**src/rtl/demux_pkg.sv**
```systemverilog
// Shared types for the registered 1-to-2 demultiplexer.
package demux_pkg;

  // Destination encoding carried on in_sel.
  typedef enum logic {
    DEST_1 = 1'b0,
    DEST_2 = 1'b1
  } dest_e;

  // Occupancy of a one-entry output slot.
  typedef enum logic {
    SLOT_EMPTY,
    SLOT_FULL
  } slot_state_e;

endpackage

```
**src/rtl/demux_slot.sv**
```systemverilog
// One-entry register slice: loads a word, presents it with valid, and
// releases it when the downstream consumer accepts it.
module demux_slot
  import demux_pkg::*;
#(
  parameter int WIDTH = 8
) (
  input  logic             clock,
  input  logic             reset,
  input  logic             load,
  input  logic [WIDTH-1:0] load_data,
  input  logic             ready,
  output logic [WIDTH-1:0] data,
  output logic             valid
);

  slot_state_e             state;
  logic        [WIDTH-1:0] data_q;

  // Slot occupancy and stored word; a load always wins, so a slot that
  // drains and reloads in the same cycle stays FULL with the new word.
  always_ff @(posedge clock) begin
    // NOTE: sequential state uses non-blocking assignments so every register
    // samples pre-edge values regardless of statement order.
    if (reset) begin
      state  <= SLOT_EMPTY;
      data_q <= '0;
    end else if (load) begin
      state  <= SLOT_FULL;
      data_q <= load_data;
    end else if (state == SLOT_FULL && ready) begin
      state  <= SLOT_EMPTY;
    end
  end

  assign data  = data_q;
  assign valid = (state == SLOT_FULL);

endmodule

```
**src/rtl/demux_stage.sv**
```systemverilog
// Registered 1-to-2 demultiplexer with valid/ready on every port, one
// holding slot per output, per-port transfer counters and a sticky flag
// for inputs that change while stalled.
module demux_stage
  import demux_pkg::*;
#(
  parameter int WIDTH     = 8,
  parameter int CNT_WIDTH = 16
) (
  input  logic                 clock,
  input  logic                 reset,
  input  logic [WIDTH-1:0]     in_data,
  input  logic                 in_sel,
  input  logic                 in_valid,
  output logic                 in_ready,
  output logic [WIDTH-1:0]     out1_data,
  output logic                 out1_valid,
  input  logic                 out1_ready,
  output logic [WIDTH-1:0]     out2_data,
  output logic                 out2_valid,
  input  logic                 out2_ready,
  output logic [CNT_WIDTH-1:0] cnt1,
  output logic [CNT_WIDTH-1:0] cnt2,
  output logic                 proto_err
);

  dest_e            dest;
  logic             fire_in;
  logic             load1;
  logic             load2;
  logic             fire_out1;
  logic             fire_out2;
  logic             stalled_q;
  dest_e            sel_q;
  logic [WIDTH-1:0] data_q;

  assign dest = dest_e'(in_sel);

  // The addressed slot can take a word if it is empty or draining this
  // cycle; in_valid is deliberately not part of this term.
  always_comb begin
    in_ready = 1'b0;
    if (!reset) begin
      if (dest == DEST_1) in_ready = !out1_valid || out1_ready;
      else                in_ready = !out2_valid || out2_ready;
    end
  end

  assign fire_in   = in_valid && in_ready;
  assign load1     = fire_in && (dest == DEST_1);
  assign load2     = fire_in && (dest == DEST_2);
  assign fire_out1 = out1_valid && out1_ready;
  assign fire_out2 = out2_valid && out2_ready;

  demux_slot #(.WIDTH(WIDTH)) u_slot1 (
    .clock     (clock),
    .reset     (reset),
    .load      (load1),
    .load_data (in_data),
    .ready     (out1_ready),
    .data      (out1_data),
    .valid     (out1_valid)
  );

  demux_slot #(.WIDTH(WIDTH)) u_slot2 (
    .clock     (clock),
    .reset     (reset),
    .load      (load2),
    .load_data (in_data),
    .ready     (out2_ready),
    .data      (out2_data),
    .valid     (out2_valid)
  );

  // Completed-transfer counters; they wrap silently at full scale.
  always_ff @(posedge clock) begin
    if (reset) begin
      cnt1 <= '0;
      cnt2 <= '0;
    end else begin
      if (fire_out1) cnt1 <= cnt1 + 1'b1;
      if (fire_out2) cnt2 <= cnt2 + 1'b1;
    end
  end

  // Remember a stalled input and flag it if it is withdrawn or altered on
  // the following cycle; the flag holds until reset.
  always_ff @(posedge clock) begin
    if (reset) begin
      stalled_q <= 1'b0;
      sel_q     <= DEST_1;
      data_q    <= '0;
      proto_err <= 1'b0;
    end else begin
      stalled_q <= in_valid && !in_ready;
      sel_q     <= dest;
      data_q    <= in_data;
      if (stalled_q && (!in_valid || dest != sel_q || in_data != data_q))
        proto_err <= 1'b1;
    end
  end

endmodule

```
**config.mk**
```make
export PLATFORM = sky130hd
export DESIGN_NAME = demux_stage
export DESIGN_NICKNAME = d
export VERILOG_FILES = /design/src/rtl/demux_pkg.sv /design/src/rtl/demux_slot.sv /design/src/rtl/demux_stage.sv
export SDC_FILE = /design/constraint.sdc
export NUM_CORES = 1
export LEC_CHECK = 0
export ABC_AREA = 1
export CAP_MARGIN = 20
export CELL_PAD_IN_SITES_DETAIL_PLACEMENT = 1
export CELL_PAD_IN_SITES_GLOBAL_PLACEMENT = 2
export CORE_UTILIZATION = 27
export CTS_CLUSTER_DIAMETER = 30
export DETAILED_ROUTE_END_ITERATION = 12
export PLACE_DENSITY = 0.85
export SLEW_MARGIN = 30
export SYNTH_ARGS = -nofsm -noshare
export SYNTH_HDL_FRONTEND = slang
export SYNTH_SLANG_ARGS = --single-unit
export TNS_END_PERCENT = 50
```
**constraint.sdc**
```tcl
create_clock -name clock -period 1.71 [get_ports clock]
set_clock_uncertainty 0.05 [all_clocks]
set_input_delay 0.342 -clock clock [delete_from_list [all_inputs] [get_ports clock]]
set_output_delay 0.342 -clock clock [all_outputs]
set_load 0.005 [all_outputs]
```
### Yosys cells after proc, flatten, opt, wreduce, memory -nomap -nowiden

Index checks and enable logic that the tools add are counted.
Widths: inputs -> output; s select.

* flip-flop bits (word level): 61
* bits in latches: 0
* memory bits (writable): 0
* bits in read-only memories: 0
* input port bits: 14
* output and inout bits: 52
* memories: 0

* add/sub/neg operators: 2
* $mul: 0
* div/mod/pow operators: 0
* $lt $le $gt $ge: 0
* equality and inequality tests: 2
* shifts and indexed selects: 0
* muxes and demuxes: 6
* bitwise gates (word level): 1
* reduce and logical (&&, ||, !) cells: 17

Operator list (count)
* $add 16x1->16 const B: 2
* $ne 8x8->1: 1
* $logic_and 1x1->1: 7
* $mux 1: 6
* $logic_not 1->1: 4
* $logic_or 1x1->1: 4
* $reduce_bool 2->1: 2
* $ne 1x1->1: 1
* $not 1->1: 1

### Longest topological paths before layout

Gate-level depths: netlist of the first run.

* word-level depth: 7
* mapped depth: 9

### Hierarchy

From an unflattened synthesis of the first run, not the netlist that was laid out.

* cell total of the unflattened synthesis: 369
* area total of the unflattened synthesis: 2668.8 µm²

Modules (own cells, without submodules)
* demux_stage: times used 1, cells an instance 293, area an instance 2060.7 µm², sequential area each 860.8 µm²
* demux_slot: times used 2, cells an instance 38, area an instance 304.0 µm², sequential area each 180.2 µm²

### Worst setup path after synthesis of the first run

Ideal clock, no wire load.

* path kind: input-to-reg
* start point: in reset
* end point: reg u_slot2.data_q[0] (netlist: u_slot2.data[0])
* library setup time: 129 ps
* arrival time: 1181 ps
* setup slack: 350 ps
* stages: 8
* path buffers: 2
* cells stage by stage: buf_2 > nor2_4 > nand2_2 > nand2_4 > nand3_4 > buf_6 > a21oi_1 > nor2_1

* word-level cells in the longest chain between the ends: 3

RTL lines
* start: declaration: RTL line demux_stage.sv:11 `input logic reset,`
* $mux 1: RTL line demux_stage.sv:43 `if (!reset) begin`
* net in_ready: RTL line demux_stage.sv:15 `output logic in_ready,`
* $logic_and 1x1->1: RTL line demux_stage.sv:49 `assign fire_in = in_valid && in_ready;`
* $logic_and 1x1->1: RTL line demux_stage.sv:51 `assign load2 = fire_in && (dest == DEST_2);`
* end signal: assignment: RTL line demux_slot.sv:30 `data_q <= load_data;`
* end: declaration: RTL line demux_slot.sv:18 `logic [WIDTH-1:0] data_q;`

The timed path passes the listed nets, and every way through them passes these cells.
A chain may end at the register's enable or synchronous reset.

### Worst setup path in the final report of the first run

* start point: in out2_ready
* end point: out in_ready

* word-level cells in the longest chain between the ends: 3

RTL lines
* start: declaration: RTL line demux_stage.sv:21 `input logic out2_ready,`
* $logic_or 1x1->1: RTL line demux_stage.sv:45 `else in_ready = !out2_valid || out2_ready;`
* $mux 1: RTL line demux_stage.sv:44 `if (dest == DEST_1) in_ready = !out1_valid || out1_ready;`
* $mux 1: RTL line demux_stage.sv:43
* end: declaration: RTL line demux_stage.sv:15

No other way between the ends.

==> flow_metrics.py, run 1 <==
metrics = {
    "cts": {
        "cts_inserted_buffers": 9,
        "root_buffer": "clkbuf_8",
        "clkLatencyLatePin_ns": 0.33,
        "cts_tree": "yes",
        "clk_path_buf_depth": 2,
        "clkSinkCount": 61,
        "clkTransAtPathRegs_ns": 0.07,
        "cts-htree-levels": 3,
    },
    "synth": {
        "ys_seq_elements": 61,
        "synth_compound_area_share_pct": 13.1,
        "synth.area.mux_share_pct": 0,
        "synth_simple_gate_area_share_pct": 27.0,
        "yosysUniqueCellTypes": 27,
        "synthAdderAreaFrac_pct": 0.954,
        "syn_inst": 363,
        "syn_area_mm2": 0.00262,
        "yosysSeqAreaShare_pct": 46.5,
        "syn_avg_cell_area_um2": 7.23,
        "synthesis.nets": 379,
        "synth_xor_area_share_pct": 2.34,
        "synth_top_family_by_area": "simple AND/OR/NAND/NOR gates",
        "ys_warn_count": 0,
    },
    "power_and_ir_drop": {
        "p_clk_share_pct": 43.9,
        "ir_drop_mv": 0.309,
        "p_sw_uw": 709,
        "p_seq_share_pct": 47.8,
        "internal_power_mw": 2.38,
        "p_sw_share_pct": 23.0,
        "power.total_mw": 3.08,
        "power_density_mw_per_mm2": 814,
        "p_leak_nw": 1.47,
        "combPwrFrac_pct": 8.2,
    },
    "place": {
        "io_buffer_count": 65,
        "place_ws_ns": -0.354,
        "finalWeightedCongestion": 0.752,
        "place_inst": 571,
        "dp_hpwl_mm": 5.24,
    },
    "layout": {
        "final_cell_mix": "nand2_1 (61), clkdlybuf4s50_1 (61), nor2_1 (59), inv_1 (57), dfxtp_1 (54)",
        "areaGrowthSynthToFinish_pct": 44.3,
        "seq_area_mm2": 0.00123,
        "multi_input_area_mm2": 0.00115,
        "antenna_cells": 0,
        "final_nets": 469,
        "nFillCells": 1177,
        "drive_above_1_share_pct": 13.1,
        "finalNonFillerCells": 587,
    },
    "drt": {
        "dr.pass1.iters": 4,
        "routed_wl_mm": 6.96,
        "via_per_inst": 4.34,
        "drt-initial-drc-count": 57,
        "wl_per_cell_um": 11.9,
        "antenna_left": 0,
        "drt_drc_violations_left": 0,
        "vias": 2550,
    },
    "job": {
        "cap_violations": 0,
    },
    "worst_setup_path": {
        "cp_data_arrival_time_ns": 1.27,
        "reg2reg_from": "u_slot2.valid",
        "crit_path_end_kind": "output pin",
        "timing_worst_setup_path_type": "input pin to output pin",
        "start_kind": "input pin",
        "worstPathRequired_ns": 1.32,
        "crit_start": "out2_ready",
        "crit_fanout": 2,
    },
    "sta": {
        "setup_viol": 0,
        "worstMarginPinSlew_ns": 0.342,
        "relSlewSlack_pct": 77.2,
        "fin_crit_sh_pct": 97.4,
        "fin_ws_ns": 0.0450,
        "maxSlewViolCount": 0,
        "rsz0062_at_grt": "yes",
        "min_period_ns": 1.67,
        "hold_viol": 0,
        "fmax_mhz": 601,
    },
    "min_path": {
        "min_path_type": "input pin to register",
        "hp-start": "out1_ready",
    },
    "global_routing": {
        "grt_pass1_vias": 2539,
        "grt_pass1_wl_mm": 11.7,
        "grtUsageTotal_pct": 14.7,
        "grt_antenna_before_repair": 1,
        "grt_max_degree": 34,
        "grt_overflow": 0,
    },
    "floorplanning": {
        "num_io_pins": 66,
        "rows": 35,
        "dieWidth_um": 101,
        "start_util_pct": 28.1,
        "core-area_mm2": 0.00933,
        "die_area_mm2": 0.0101,
        "die_h_um": 101,
    },
    "run_status": {
        "status": "finished, final reports clean",
    },
}
==> final timing paths <==
| kind | end | slack (ns) | depth (start not counted) |
|---|---|---|---|
| worst min register to register | u_slot1.data[4] | 0.40 | 2 |
| worst max register to register | cnt2[10] | 0.22 | 7 |
| worst min-delay path | u_slot1.valid | 0.30 | 4 |
| worst max-delay path | in_ready | 0.04 | 6 |
==> cell families (layout without fill, tap and decap cells) <==
kind of cell / after synthesis / after routing
compound gates: 66 / 66
fa+ha+maj: 2 / 2
buf+inv: 66 / 161
xor+xnor: 7 / 7
flops: 61 / 61
simple gates: 161 / 161
==> cells in the mapped netlist, drive strengths merged <==
master | n | share of area (%)
xnor2 | 2 | 0.67
clkbuf | 4 | 0.57
a21oi | 37 | 7.2
nand2 | 65 | 9.7
nor3 | 9 | 1.7
nor2 | 65 | 10
o21a | 2 | 0.57
o21ai | 27 | 5.3
buf | 4 | 1.2
nand3 | 16 | 3.7
dfxtp | 61 | 47
ha | 2 | 0.95
nand4 | 3 | 0.72
xor2 | 5 | 1.7
nand3b | 3 | 0.86
inv | 58 | 8.3
==> timing repair <==
item | in CTS | in global routing
cloned | 0 | 0
hold buffers | 0 | 0
endpoints found under the setup margin | 1 | 19
gates resized for setup | 7 | 11
pin swaps | 0 | 1
setup buffers | 0 | 0
==> final cells by class <==
class,count,area share (%)
clock buffers,13,4.46
well taps,129,4.26
clock inverters,3,1.12
inverters,58,5.75
flip-flops and latches,61,32.5
repair buffers,87,21.5
multi-input cells,236,30.4
==> metrics by stage <==
step | hold slack, ns | setup TNS [ns] | utilization [%] | area, µm²
final | 0.304 | 0 | 40.6 | 3790
after global routing | 0.336 | -0.00186 | 40.6 | 3790
after CTS | 0.366 | 0 | 40.5 | 3770
after detailed placement | 0.389 | -7.63 | 38.1 | 3550
after global placement | 0.383 | -5.54 | 38.1 | 3550
after floorplan | 0.374 | 0 | - | 2620
==> per-layer routing <==
layer / global-route usage, % / part of all wire [%] / up-vias
met2: 24.1 / 47 / 47
li1: - / - / 1317
met3: 3.40 / 3.3 / 10
met1: 18.8 / 48 / 1174
met4: 5.35 / 1.2 / 2
met5: 0 / 0.17 / -
==> sequential cells by signal (all words and copies together), names as in the netlist <==
name / count
cnt1: 16
cnt2: 16
data_q: 8
proto_err: 1
sel_q: 1
stalled_q: 1
u_slot1.data: 8
u_slot1.valid: 1
u_slot2.data: 8
u_slot2.valid: 1
==> power by group through the flow <==
stage,Combinational (mW),Sequential [mW],Clock (mW)
4_1_cts,0.259,1.48,1.41
5_1_grt,0.285,1.48,1.48
3_5_place_dp,0.258,1.51,0
6_report,0.253,1.48,1.36
2_1_floorplan,0.117,1.51,0
3_3_place_gp,0.251,1.51,0
==> worst max-delay path, stage by stage <==
cell and delay, ns:
clkdlybuf4s50_1 0.48, inv_1 0.05, nand2_2 0.06, nand2_2 0.07, nand2_4 0.07, clkdlybuf4s15_1 0.19
Power figures use the tool's default switching activity.
==> run 2, diff against run 1 <==
--- a/config.mk
+++ b/config.mk
@@ -6,7 +6,7 @@
 export NUM_CORES = 1
 export LEC_CHECK = 0
 export ABC_AREA = 1
-export CAP_MARGIN = 20
+export CAP_MARGIN = 30
 export CELL_PAD_IN_SITES_DETAIL_PLACEMENT = 1
 export CELL_PAD_IN_SITES_GLOBAL_PLACEMENT = 2
 export CORE_UTILIZATION = 27
==> results of run 2 <==
Final layout, timing and power as in run 1 (identical DEF).
